--- config.mk ---
export PLATFORM = sky130hd
export DESIGN_NAME = uart_hamming_transmitter
export DESIGN_NICKNAME = d
export VERILOG_FILES = /design/src/rtl/uart_hamming_transmitter.sv
export SDC_FILE = /design/constraint.sdc
export NUM_CORES = 1
export LEC_CHECK = 0
export ABC_AREA = 1
export CAP_MARGIN = 10
export CORE_ASPECT_RATIO = 1.1
export CORE_MARGIN = 2
export CORE_UTILIZATION = 30
export DETAILED_ROUTE_END_ITERATION = 10
export DONT_BUFFER_PORTS = 1
export SLEW_MARGIN = 0
export SYNTH_ARGS = -nofsm -noshare
export SYNTH_HDL_FRONTEND = slang
export SYNTH_SLANG_ARGS = --single-unit
export TNS_END_PERCENT = 100
--- constraint.sdc ---
create_clock -name clk -period 1.8 [get_ports clk]
set_input_delay 0.36 -clock clk [delete_from_list [all_inputs] [get_ports clk]]
set_output_delay 0.36 -clock clk [all_outputs]
set_load 0.01 [all_outputs]
--- src/rtl/uart_hamming_transmitter.sv ---
// uart_hamming_transmitter: 7-bit UART frame serialiser with one-entry holding buffer.
// Define HAMMING_ENCODE_EN to Hamming(7,4)-encode data_in[3:0] at accept instead of sending data_in verbatim.
module uart_hamming_transmitter #(
  parameter int BIT_CLKS = 8
) (
  input  logic       clk,
  input  logic       rst,
  input  logic       ena,
  input  logic [6:0] data_in,
  input  logic       data_valid,
  output logic       data_ready,
  output logic       tx,
  output logic       busy,
  output logic [1:0] state_out
);
  localparam int CW = $clog2(BIT_CLKS);
  localparam logic [CW-1:0] LAST = CW'(BIT_CLKS - 1);
  typedef enum logic [1:0] {IDLE, START, DATA, STOP} state_t;
  state_t state, state_n;
  logic [6:0] hold, shifter, shifter_n, code;
  logic hold_full, take, tx_n, last;
  logic [2:0] bit_cnt, bit_n;
  logic [CW-1:0] sample_cnt, sample_n;
`ifdef HAMMING_ENCODE_EN
  assign code = {data_in[3:1], data_in[1] ^ data_in[2] ^ data_in[3], data_in[0],
                 data_in[0] ^ data_in[2] ^ data_in[3], data_in[0] ^ data_in[1] ^ data_in[3]};
`else
  assign code = data_in;
`endif
  assign data_ready = ~hold_full;
  assign busy = state != IDLE;
  assign state_out = state;
  assign last = sample_cnt == LAST;
  // handshake runs every clk; the buffer only drains on an enabled load
  always_ff @(posedge clk or posedge rst)
    if (rst) begin
      hold <= '0;
      hold_full <= 1'b0;
    end else if (data_valid && !hold_full) begin
      hold <= code;
      hold_full <= 1'b1;
    end else if (ena && take) begin
      hold_full <= 1'b0;
    end
  always_ff @(posedge clk or posedge rst)
    if (rst) begin
      state <= IDLE;
      shifter <= '0;
      bit_cnt <= '0;
      sample_cnt <= '0;
      tx <= 1'b1;
    end else if (ena) begin
      state <= state_n;
      shifter <= shifter_n;
      bit_cnt <= bit_n;
      sample_cnt <= sample_n;
      tx <= tx_n;
    end
  always_comb begin
    state_n = state;
    shifter_n = shifter;
    bit_n = bit_cnt;
    tx_n = tx;
    take = 1'b0;
    sample_n = last ? '0 : sample_cnt + 1'b1;
    case (state)
      IDLE: begin
        sample_n = '0;
        tx_n = 1'b1;
        if (hold_full) begin
          take = 1'b1;
          state_n = START;
          shifter_n = hold;
          tx_n = 1'b0;
        end
      end
      START: if (last) begin
        tx_n = shifter[0];
        bit_n = '0;
        state_n = DATA;
      end
      DATA: if (last) begin
        if (bit_cnt == 3'd6) begin
          tx_n = 1'b1;
          state_n = STOP;
        end else begin
          shifter_n = shifter >> 1;
          tx_n = shifter[1];
          bit_n = bit_cnt + 1'b1;
        end
      end
      STOP: if (last) begin
        take = hold_full;
        state_n = hold_full ? START : IDLE;
        shifter_n = hold_full ? hold : shifter;
        tx_n = ~hold_full;
      end
      default: begin
        state_n = IDLE;
        tx_n = 1'b1;
      end
    endcase
  end
endmodule

Word level (Yosys, flattened, before mapping) --
Cells that the tools add are included.
Operators by class: add/subtract/negate cells 2, equal/unequal tests 11, multiplexer cells 29, bitwise operators 1, reduce and logical (&&, ||, !) cells 12
Operator list (count):
- 7-bit 2-to-1 mux | 4
- 7-bit one-hot mux with 3 select lines | 1
- 3-bit 2-to-1 mux | 5
- 2-bit != test (second input constant) | 6
- 1-bit 2-to-1 mux | 10
- 2-bit 2-to-1 mux | 5
- 5-bit AND reduction | 2
- 2-bit one-hot mux with 4 select lines | 1
- 3-bit by 1-bit adder with 3-bit output (second input constant) | 2
- 3-bit == test (second input constant) | 2
- 3-bit one-hot mux with 2 select lines | 1
- 6-bit AND reduction | 1
- 2-bit nonzero test | 3
- 2-bit == test (second input constant) | 2
- 1-bit one-hot mux with 4 select lines | 1
- 4-bit AND reduction | 1
- 3-bit nonzero test | 1
- 2-bit by 1-bit == test with 1-bit output (second input constant) | 1
- 1-bit logical AND | 2
- 2-bit logical NOT | 1
- 1-bit one-hot mux with 2 select lines | 1
- 1-bit logical NOT | 1
- 1-bit NOT | 1
Storage, ports and cells: bits in registers 24, input port bits 11, word-level logic and storage cells 62

Depth between registers and ports, before layout --
Gate-level depths: netlist of the first run.
depth after elaboration 6, gate-level depth with buffers 9

Worst setup path after synthesis of the first run --
Ideal clock, no wire load.
path kind reg2reg, start point register state[0] (netlist: state_out[0]), end point register shifter[0], arrival 1433 ps, required time 1684 ps, slack 251 ps, cell stages (with the launch flop) 9, path through dfrtp_1 -> inv_1 -> ha_1 -> inv_1 -> nand2_2 -> a21oi_4 -> nand2_4 -> nand2_1 -> nand2_1
On the way: longest elaborated chain between the ends 3
RTL lines:
- from (decl) | RTL line 19 | state_t state, state_n;
- from (signal assigned) | RTL line 53 | state <= state_n;
- 2-bit == test / 2-bit logical NOT (equally long branches) | RTL line 66 | case (state)
- 2-bit != test (no source line) / 3-bit nonzero test (equally long branches)
- 5-bit AND reduction (no source line)
- to (signal assigned) | RTL line 54 | shifter <= shifter_n;
- to (decl) | RTL line 20 | logic [6:0] hold, shifter, shifter_n, code;
Parallel ways exist; a longest one is shown, timed or not. A chain may end at the register's enable or synchronous reset.

Worst setup path after layout of the first run --
start point register state[1] (netlist: state_out[1]), end point register shifter[1]
Same word-level chain as after synthesis.

==> qor.txt, run 1 <==
RSZ-0062 raised after global routing: no
Met1 Track Usage GR: 14.63%
Starting density of the core: 31.51%
Min cycle time layout: 1.615 ns
Critical path endpoint: shifter[1]
Reg2reg end: shifter[1]
CTS resizes: 0
Worst Max-Slew Pin Slew: 0.3241 ns
Final WS setup: 0.1849 ns
Via count: 984
Setup TNS: 0 ns
Worst EP required: 1.96 ns
Post-synthesis async set-or-reset flop share: 100.0%
Avg Synthesized Cell Area: 8.663 µm²
Global route overflow: 0
Starting DRT DRC Count: 26
Peak supply drop: 0.0006378 V
Yosys top cell by area: dfrtp_1
Pwr/cell area: 1635 nW/µm²
Die Ht: 74.62 µm
Hold Fails Final Rpt: 0
# nets final: 182
Max cap viols: 0
Die W: 68.20 µm
Final Non-Filler Cells: 215
Die footprint: 5088 µm²
Post-route DRC: 0
Total CTS buffers: 3
CTS sink cnt: 24
Worst reg2reg startpoint: state_out[1]
CP startpoint kind: flop
IO Pins: 16
Worst-path fanout max: 8
Placed cells: 211
CTS tree: done
Core area: 4317 µm²
Synthesized netlist cell count: 157
Top Usage Layer GRT: met2
M3 GR Usage: 1.794%
R2R setup slack: 0.18 ns
Vias per cell: 4.577
R2r worst-path depth: 8
Clock buffer depth: 2
Hpwl dp: 1829 µm
Num rows: 25
Relative slew slack: 78.40%
Seq cells post-synth: 24
Drt pass-1 iters: 4
CP startpoint: state_out[1]
Most frequent cells in the layout: nand2_1 (42), dfrtp_1 (23), nand3_1 (19)
Seq/Total Area, Yosys: 44.25%
Register clock-pin slew on the reported worst setup and hold paths: 0.08 ns
Vias in the first global route: 984
Hold Slack: 0.01726 ns
First-pass GRT wire length: 4291 µm
Post-synthesis cell type count: 27
Worst EP arrival: 1.78 ns
H-tree depth: 1
Final core occ: 34.35%
Synth Flop Type: dfrtp_1
CTS root buf: clkbuf_8
Met2 usage: 18.34%
CP endpoint kind: flop
Leak Pwr: 0.7460 nW
Status: finished clean
Largest net degree at the start of global routing: 25
Synthesized net count: 177
Period utilization: 89.73%
# Post-CTS Setup Buffers: 0
Number of inserted diodes: 0
Area growth from synthesis to layout: 9.016%
Post-Syn Area: 1360 µm²
Final Max Tran Viols: 0
Share of layout cells above drive strength 1: 14.91%
Input/output buffers: 0
DRT Wirelength: 2323 µm
Antenna Nets Post-Route: 0
Drt wl/cell: 10.80 µm
Leading cell type in the layout, fill and taps excluded: nand2_1
Clock Skew: 0.002307 ns
Hold Path Class: input pin to async pin
Yosys top cell area share: 42.32%
Clk_lat worst skew: 0.26 ns
Synth area leaders: dfrtp_1 (42%), nand2_1 (12%), ha_1 (8.3%)
Antenna violations before repair: 0
Global placer's final weighted congestion: 0.8445
Gr usage total: 11.17%
Hold_buf cts: 0
Post-synth EDFFs: 0
Yosys Warn Count: 0
F_max: 0.6192 GHz
Pre-CTS WS: 0.1964 ns
Final setup violating endpoints: 0
Crit Path Class: flop to flop
report_power, final:
group	internal, W	switching [W]
clock	0.000158	0.000163
sequential	0.000786	0.000142
combinational	0.000463	0.000713
total	0.00141	0.00102
per-stage QoR:
stage / instance area, µm² / total power, W
CTS: 1483 / 0.002477
global route: 1483 / 0.002703
floorplan: 1360 / 0.001885
global placement: 1438 / 0.002127
finish: 1483 / 0.002424
detailed placement: 1438 / 0.002144
registers in the layout, indices dropped and copies added, names as in the netlist:
register and count:
hold 7, sample_cnt 3, shifter 7, state_out 2, tx 1, hold_full 1
bit_cnt 3
cells in the mapped netlist (2+ instances only):
library cell,n
a21oi_1,7
buf_2,2
buf_6,2
dfrtp_1,23
ha_1,9
inv_1,15
inv_2,2
mux2_2,2
nand2_1,42
nand2_2,3
nand2_4,2
nand3_1,19
nor2_1,8
nor2_4,2
o21ai_0,7
worst min-delay path by stage:
| stage | from | end | slack, ns | cells after the start |
|---|---|---|---|---|
| after floorplan | rst | bit_cnt[0] | 0.37 | 1 |
| final | rst | sample_cnt[1] | 0.02 | 2 |
| after CTS | rst | bit_cnt[2] | 0.03 | 2 |
| after detailed placement | rst | sample_cnt[1] | 0.32 | 2 |
| after global routing | rst | bit_cnt[2] | 0.06 | 2 |
| after global placement | rst | sample_cnt[0] | 0.32 | 2 |
logic make-up after synthesis:
group                    synth area share (%)
AO/OA/AOI/OAI                           7.175
XOR/XNOR                               0.6441
adder cells (fa/ha/maj)                 8.280
buffers and inverters                   8.187
flip-flops                              44.25
multiplexers                            3.495
AND/OR/NAND/NOR                         27.97
layer usage:
| metal | vias up | routed length (µm) |
|---|---|---|
| li1 | 506 | - |
| met1 | 459 | 1069 |
| met2 | 14 | 1112 |
| met3 | 5 | 95 |
| met4 | 0 | 44 |
| met5 | - | 0 |
critical path: stages (launching register included):
cell and delay (ns):
dfrtp_1 0.43, inv_1 0.10, ha_1 0.29, inv_1 0.11
nand2_2 0.08, a21oi_4 0.25, nand2_4 0.11, nand2_1 0.08
nand2_1 0.05
final cells by class:
| class | instances | area (µm²) |
|---|---|---|
| well taps | 54 | 67.56 |
| fillers | 447 | 2834 |
| repair buffers | 4 | 42.54 |
| inverters | 19 | 78.83 |
| clock buffers | 4 | 45.04 |
| multi-input cells | 110 | 646.9 |
| flip-flops and latches | 24 | 601.8 |
(Power assumes the default switching activity.)
==> inputs of run 2 (changes only) <==
--- a/config.mk
+++ b/config.mk
@@ -12,6 +12,7 @@
 export CORE_UTILIZATION = 30
 export DETAILED_ROUTE_END_ITERATION = 10
 export DONT_BUFFER_PORTS = 1
+export REMOVE_ABC_BUFFERS = 1
 export SLEW_MARGIN = 0
 export SYNTH_ARGS = -nofsm -noshare
 export SYNTH_HDL_FRONTEND = slang
==> run 2 against run 1 <==
Net effect:
- non-clock buffer count grew 1
- sequential power is essentially flat
- clock power grew 17%
- setup slack lost 0.0089 ns
- register-to-register slack is essentially flat
- cell area grew 1.4%
- via count grew 1.2%
- flip-flop and latch count is the same
- die area is the same
- largest cell class unchanged
- highest routed layer unchanged
==> qor.txt, run 2 (synthesized netlist as in run 1, its figures left out) <==
# nets final: 183
CTS tree: done
Relative slew slack: 70.17%
Placed cells: 211
Final Non-Filler Cells: 216
Min cycle time layout: 1.624 ns
Core area: 4317 µm²
Die footprint: 5088 µm²
CP endpoint kind: flop
CP startpoint kind: flop
Register clock-pin slew on the reported worst setup and hold paths: 0.09 ns
Final Max Tran Viols: 0
Setup TNS: 0 ns
Worst EP required: 1.97 ns
Number of inserted diodes: 0
F_max: 0.6158 GHz
H-tree depth: 1
Clock buffer depth: 2
Status: finished clean
Clock Skew: 0.003455 ns
Hold Slack: 0.1751 ns
RSZ-0062 raised after global routing: no
CTS root buf: clkbuf_8
Total CTS buffers: 3
Area growth from synthesis to layout: 10.49%
Post-route DRC: 0
Global placer's final weighted congestion: 0.8293
Final core occ: 34.81%
Antenna Nets Post-Route: 0
Most frequent cells in the layout: nand2_1 (42), dfrtp_1 (23), nand3_1 (19)
Input/output buffers: 0
Via count: 996
Largest regs: hold: 7 flops, shifter: 7 flops
Hold Fails Final Rpt: 0
IO Pins: 16
Fillers: 467
Worst Max-Slew Pin Slew: 0.4470 ns
Share of layout cells above drive strength 1: 15.43%
CTS sink cnt: 24
Drt wl/cell: 11.45 µm
Period utilization: 90.22%
Largest net degree at the start of global routing: 17
Starting DRT DRC Count: 28
Die W: 68.20 µm
R2r worst-path depth: 8
Leading cell type in the layout, fill and taps excluded: nand2_1
Gr usage total: 10.81%
Worst EP arrival: 1.79 ns
Vias per cell: 4.611
Die Ht: 74.62 µm
First-pass GRT wire length: 4105 µm
Crit Path Class: flop to flop
Max cap viols: 0
Clk_lat worst skew: 0.27 ns
Global route overflow: 0
Hold path cells: 1
Drt pass-1 iters: 4
Leak Pwr: 0.7561 nW
Peak supply drop: 0.0007019 V
Antenna violations before repair: 0
Hold Path Class: input pin to flop
Num rows: 25
Starting density of the core: 31.51%
DRT Wirelength: 2474 µm
Pwr/cell area: 1661 nW/µm²
Hpwl dp: 1864 µm
Vias in the first global route: 886
Worst-path fanout max: 8
Final setup violating endpoints: 0
## run 2: cell types whose count changed in the layout (fill, tap and decap cells not counted), sizes merged
cell	change
dlygate4sd3	+1
## run 2: what timing repair did
| action | 4_1_cts | 5_1_grt |
|---|---|---|
| buffers inserted | 0 | 0 |
| hold endpoints to repair | 9 | 0 |
| endpoints found under the setup margin | 0 | 0 |
| resized for setup | 0 | 0 |
| hold buffers | 1 | 0 |
## run 2: routing by layer
| layer | track usage [%] | vias to the layer above | wire (µm) |
|---|---|---|---|
| met4 | 5.333 | 0 | 42 |
| met2 | 16.61 | 15 | 1172 |
| met5 | 0 | - | 0 |
| met1 | 14.87 | 467 | 1166 |
| li1 | - | 510 | - |
| met3 | 1.644 | 4 | 92 |
## run 2: area by class of cell
class,count,area [µm²],share of cell area [%]
inverter,19,78.83,5.246
timing repair buffer,5,52.55,3.497
sequential,24,601.8,40.05
clock buffer,4,55.05,3.664
tap,54,67.56,4.496
multi-input combinational,110,646.9,43.05
## run 2: through the flow
step / total power, W / worst slack (ns) / instance area [µm²]
global placement: 0.002126 / 0.2293 / 1438
global route: 0.002744 / 0.02810 / 1503
detailed placement: 0.002155 / 0.1695 / 1438
finish: 0.002496 / 0.1760 / 1503
CTS: 0.002539 / 0.1534 / 1503
floorplan: 0.001844 / 0.1100 / 1328
## run 2: final timing paths
| path | from | to | slack [ns] |
|---|---|---|---|
| max | state_out[1] | shifter[6] | 0.18 |
| min | ena | sample_cnt[0] | 0.18 |
| max reg2reg | state_out[1] | shifter[6] | 0.18 |
| min reg2reg | shifter[3] | shifter[3] | 0.48 |
| max in group asynchronous | rst | shifter[1] | 0.72 |
| min in group asynchronous | rst | sample_cnt[2] | 0.52 |
## run 2: power by group
group / internal, W / total [W] / switching, W
Clock: 0.000196 / 0.000377 / 0.000181
Combinational: 0.000465 / 0.00119 / 0.000723
Sequential: 0.000785 / 0.000931 / 0.000146
Total: 0.00145 / 0.00250 / 0.00105
## run 2: worst max-delay path, stage by stage, from the launching register on
cell,delay (ns)
dfrtp_1,0.44
inv_1,0.10
ha_1,0.29
inv_1,0.10
nand2_2,0.09
a21oi_4,0.26
nand2_4,0.11
nand2_1,0.07
nand2_1,0.05
==> inputs of run 3 (changes only) <==
--- a/config.mk
+++ b/config.mk
@@ -5,11 +5,10 @@
 export SDC_FILE = /design/constraint.sdc
 export NUM_CORES = 1
 export LEC_CHECK = 0
-export ABC_AREA = 1
 export CAP_MARGIN = 10
 export CORE_ASPECT_RATIO = 1.1
 export CORE_MARGIN = 2
-export CORE_UTILIZATION = 30
+export CORE_UTILIZATION = 40
 export DETAILED_ROUTE_END_ITERATION = 10
 export DONT_BUFFER_PORTS = 1
 export REMOVE_ABC_BUFFERS = 1
==> run 3 against run 2 <==
Net effect:
- the run now ends with negative setup slack left
- first-iteration DRC count fell by 36%
- flip-flop and latch count did not move
- via count fell by 10%
- clock power fell by 25%
- cell area rose by 0.50%
- worst hold slack got worse by 0.051 ns
- setup slack got worse by 0.38 ns
- synthesized cell count fell by 26%
- critical endpoint is now state_out[0]
- largest power group unchanged
==> qor.txt, run 3 <==
Status: complete, but fails checks
Failing checks: negative setup slack
Clk_lat worst skew: 0.31 ns
Synth area leaders: dfrtp_1 (47%), ha_1 (9.2%), mux2_2 (7.3%)
Sw frac: 36.19%
Peak supply drop: 0.001007 V
F_max: 0.4986 GHz
Post-synth EDFFs: 0
First-pass GRT wire length: 4091 µm
Total CTS buffers: 3
Top-count cell post-synth: dfrtp_1
Final Max Tran Viols: 0
Post-route DRC: 0
Final WS setup: -0.2057 ns
DRT Wirelength: 2342 µm
Post-Syn Area: 1229 µm²
Area growth from synthesis to layout: 22.91%
Slowest cell on the critical path: or4b_4
Worst EP arrival: 2.24 ns
IO Pins: 16
Core area: 2995 µm²
Synthesized netlist cell count: 116
Drt pass-1 iters: 4
Hold Path Class: input pin to flop
CP startpoint kind: flop
Clock buffer depth: 2
Cells along the critical path: buf_6, ha_4, or4b_4, a211o_1, or3_1, o21ai_1
# nets final: 157
Relative slew slack: 69.74%
Via count: 894
Sw power: 0.0009228 W
Input/output buffers: 0
Pwr/cell area: 1688 nW/µm²
Crit Path Class: flop to flop
Total internal power: 0.001627 W
Final setup violating endpoints: 9
Met3 wire length: 73 µm
DR top layer: met4
Leading cell type in the layout, fill and taps excluded: dfrtp_1
Largest net degree at the start of global routing: 16
Post-synthesis async set-or-reset flop share: 100.0%
Gr usage total: 14.63%
Die Ht: 62.13 µm
CTS sink cnt: 24
Yosys Warn Count: 0
Num rows: 21
Avg Synthesized Cell Area: 10.59 µm²
Global placer's final weighted congestion: 0.8374
Yosys top cell area share: 46.84%
Yosys top cell by area: dfrtp_1
Seq cells post-synth: 24
Worst path max stage delay: 0.48 ns
Clock Skew: 0.004457 ns
Period utilization: 111.4%
Antenna Nets Post-Route: 0
Hold Slack: 0.1236 ns
Worst Max-Slew Pin Slew: 0.4534 ns
Share of layout cells above drive strength 1: 32.35%
Synth Flop Type: dfrtp_1
Drt wl/cell: 13.78 µm
Synth cell count leaders: dfrtp_1 (23), nand2_1 (15), o21ai_0 (12)
Cell family with most CP delay: simple AND/OR/NAND/NOR gates
Met2 routed wirelength: 1171 µm
Worst EP required: 2.04 ns
CP endpoint kind: flop
Sequential group share of total power: 36.7%
H-tree depth: 1
Number of inserted diodes: 0
Max cap viols: 0
CTS tree: done
Seq/Total Area, Yosys: 48.98%
Most frequent cells in the layout: dfrtp_1 (21), buf_4 (17), nand2_1 (15)
Hpwl dp: 1689 µm
Vias per cell: 5.259
Worst Path Buf+Inv: 1
Hold Fails Final Rpt: 0
Worst-path fanout max: 5
Combinational fraction of design power: 52.2%
RSZ-0062 raised after global routing: yes
Antenna violations before repair: 0
Tot Pwr: 0.002550 W
Starting density of the core: 41.02%
Vias in the first global route: 977
Min cycle time layout: 2.006 ns
Post-synthesis cell type count: 29
Die footprint: 3532 µm²
Leak Pwr: 0.6801 nW
Starting DRT DRC Count: 18
Wire length on met1: 1043 µm
Clock power share: 11.1%
CTS root buf: clkbuf_4
Global route overflow: 0
Register clock-pin slew on the reported worst setup and hold paths: 0.13 ns
Die W: 56.85 µm
Largest regs: hold: 7 flops, shifter: 7 flops
run 3: cell count changes in the layout (fill, tap and decap cells not counted), moves of 5 or more:
cell / change
mux2_2: +5
nand2_1: -27
buf_4: +14
nand3_1: -16
inv_1: -10
mux2i_1: +6
run 3: cell type report:
class / instances / area [µm²]
fill: 292 / 1485
multi-input combinational: 80 / 634.4
sequential: 24 / 604.3
timing repair buffer: 20 / 160.2
tap: 34 / 42.54
clock buffer: 4 / 36.28
inverter: 8 / 32.53
run 3: power groups by stage:
stage	logic, W	clock network (W)	registers [W]
2_1_floorplan	0.000736	0	0.000907
3_3_place_gp	0.00110	0	0.000924
3_5_place_dp	0.00113	0	0.000937
4_1_cts	0.00132	0.000299	0.000938
5_1_grt	0.00147	0.000317	0.000969
6_report	0.00133	0.000283	0.000937
run 3: layer usage:
metal,vias to the layer above,track usage [%]
met4,0,6.977
li1,439,-
met2,17,25.44
met1,432,16.98
met5,-,0
met3,6,2.917
run 3: final timing paths:
kind / from / endpoint / slack, ns / cells after the start
max: state_out[0] / state_out[0] / -0.21 / 6
min: ena / sample_cnt[0] / 0.12 / 1
max reg2reg: state_out[0] / state_out[0] / -0.21 / 6
min reg2reg: sample_cnt[0] / sample_cnt[0] / 0.49 / 1
max in group asynchronous: rst / shifter[2] / 0.76 / 3
min in group asynchronous: rst / shifter[1] / 0.48 / 2
run 3: cells by family after synthesis:
group	after synthesis	synth area share (%)
buf+inv	12	3.666
fa+ha+maj	9	9.165
simple gates	31	12.42
compound gates	25	12.73
mux	15	13.04
flops	24	48.98
run 3: timing repair:
item / CTS / global route
setup endpoints to repair: 12 / 11
hold endpoints to repair: 9 / 0
hold buffers: 1 / 0
pin swaps: 2 / 1
gates resized for setup: 20 / 1
buffers inserted: 4 / 0
run 3: metrics by stage:
step	instances	area (µm²)	utilization (%)	worst slack [ns]	TNS (ns)
finish	170	1510	50.42	-0.2057	-0.6427
global route	170	1510	50.42	-0.2650	-1.909
CTS	170	1509	50.38	-0.2552	-0.9790
detailed placement	162	1376	45.95	-0.2815	-2.867
global placement	162	1376	45.95	-0.1385	-1.146
floorplan	112	1214	-	-0.4348	-3.376
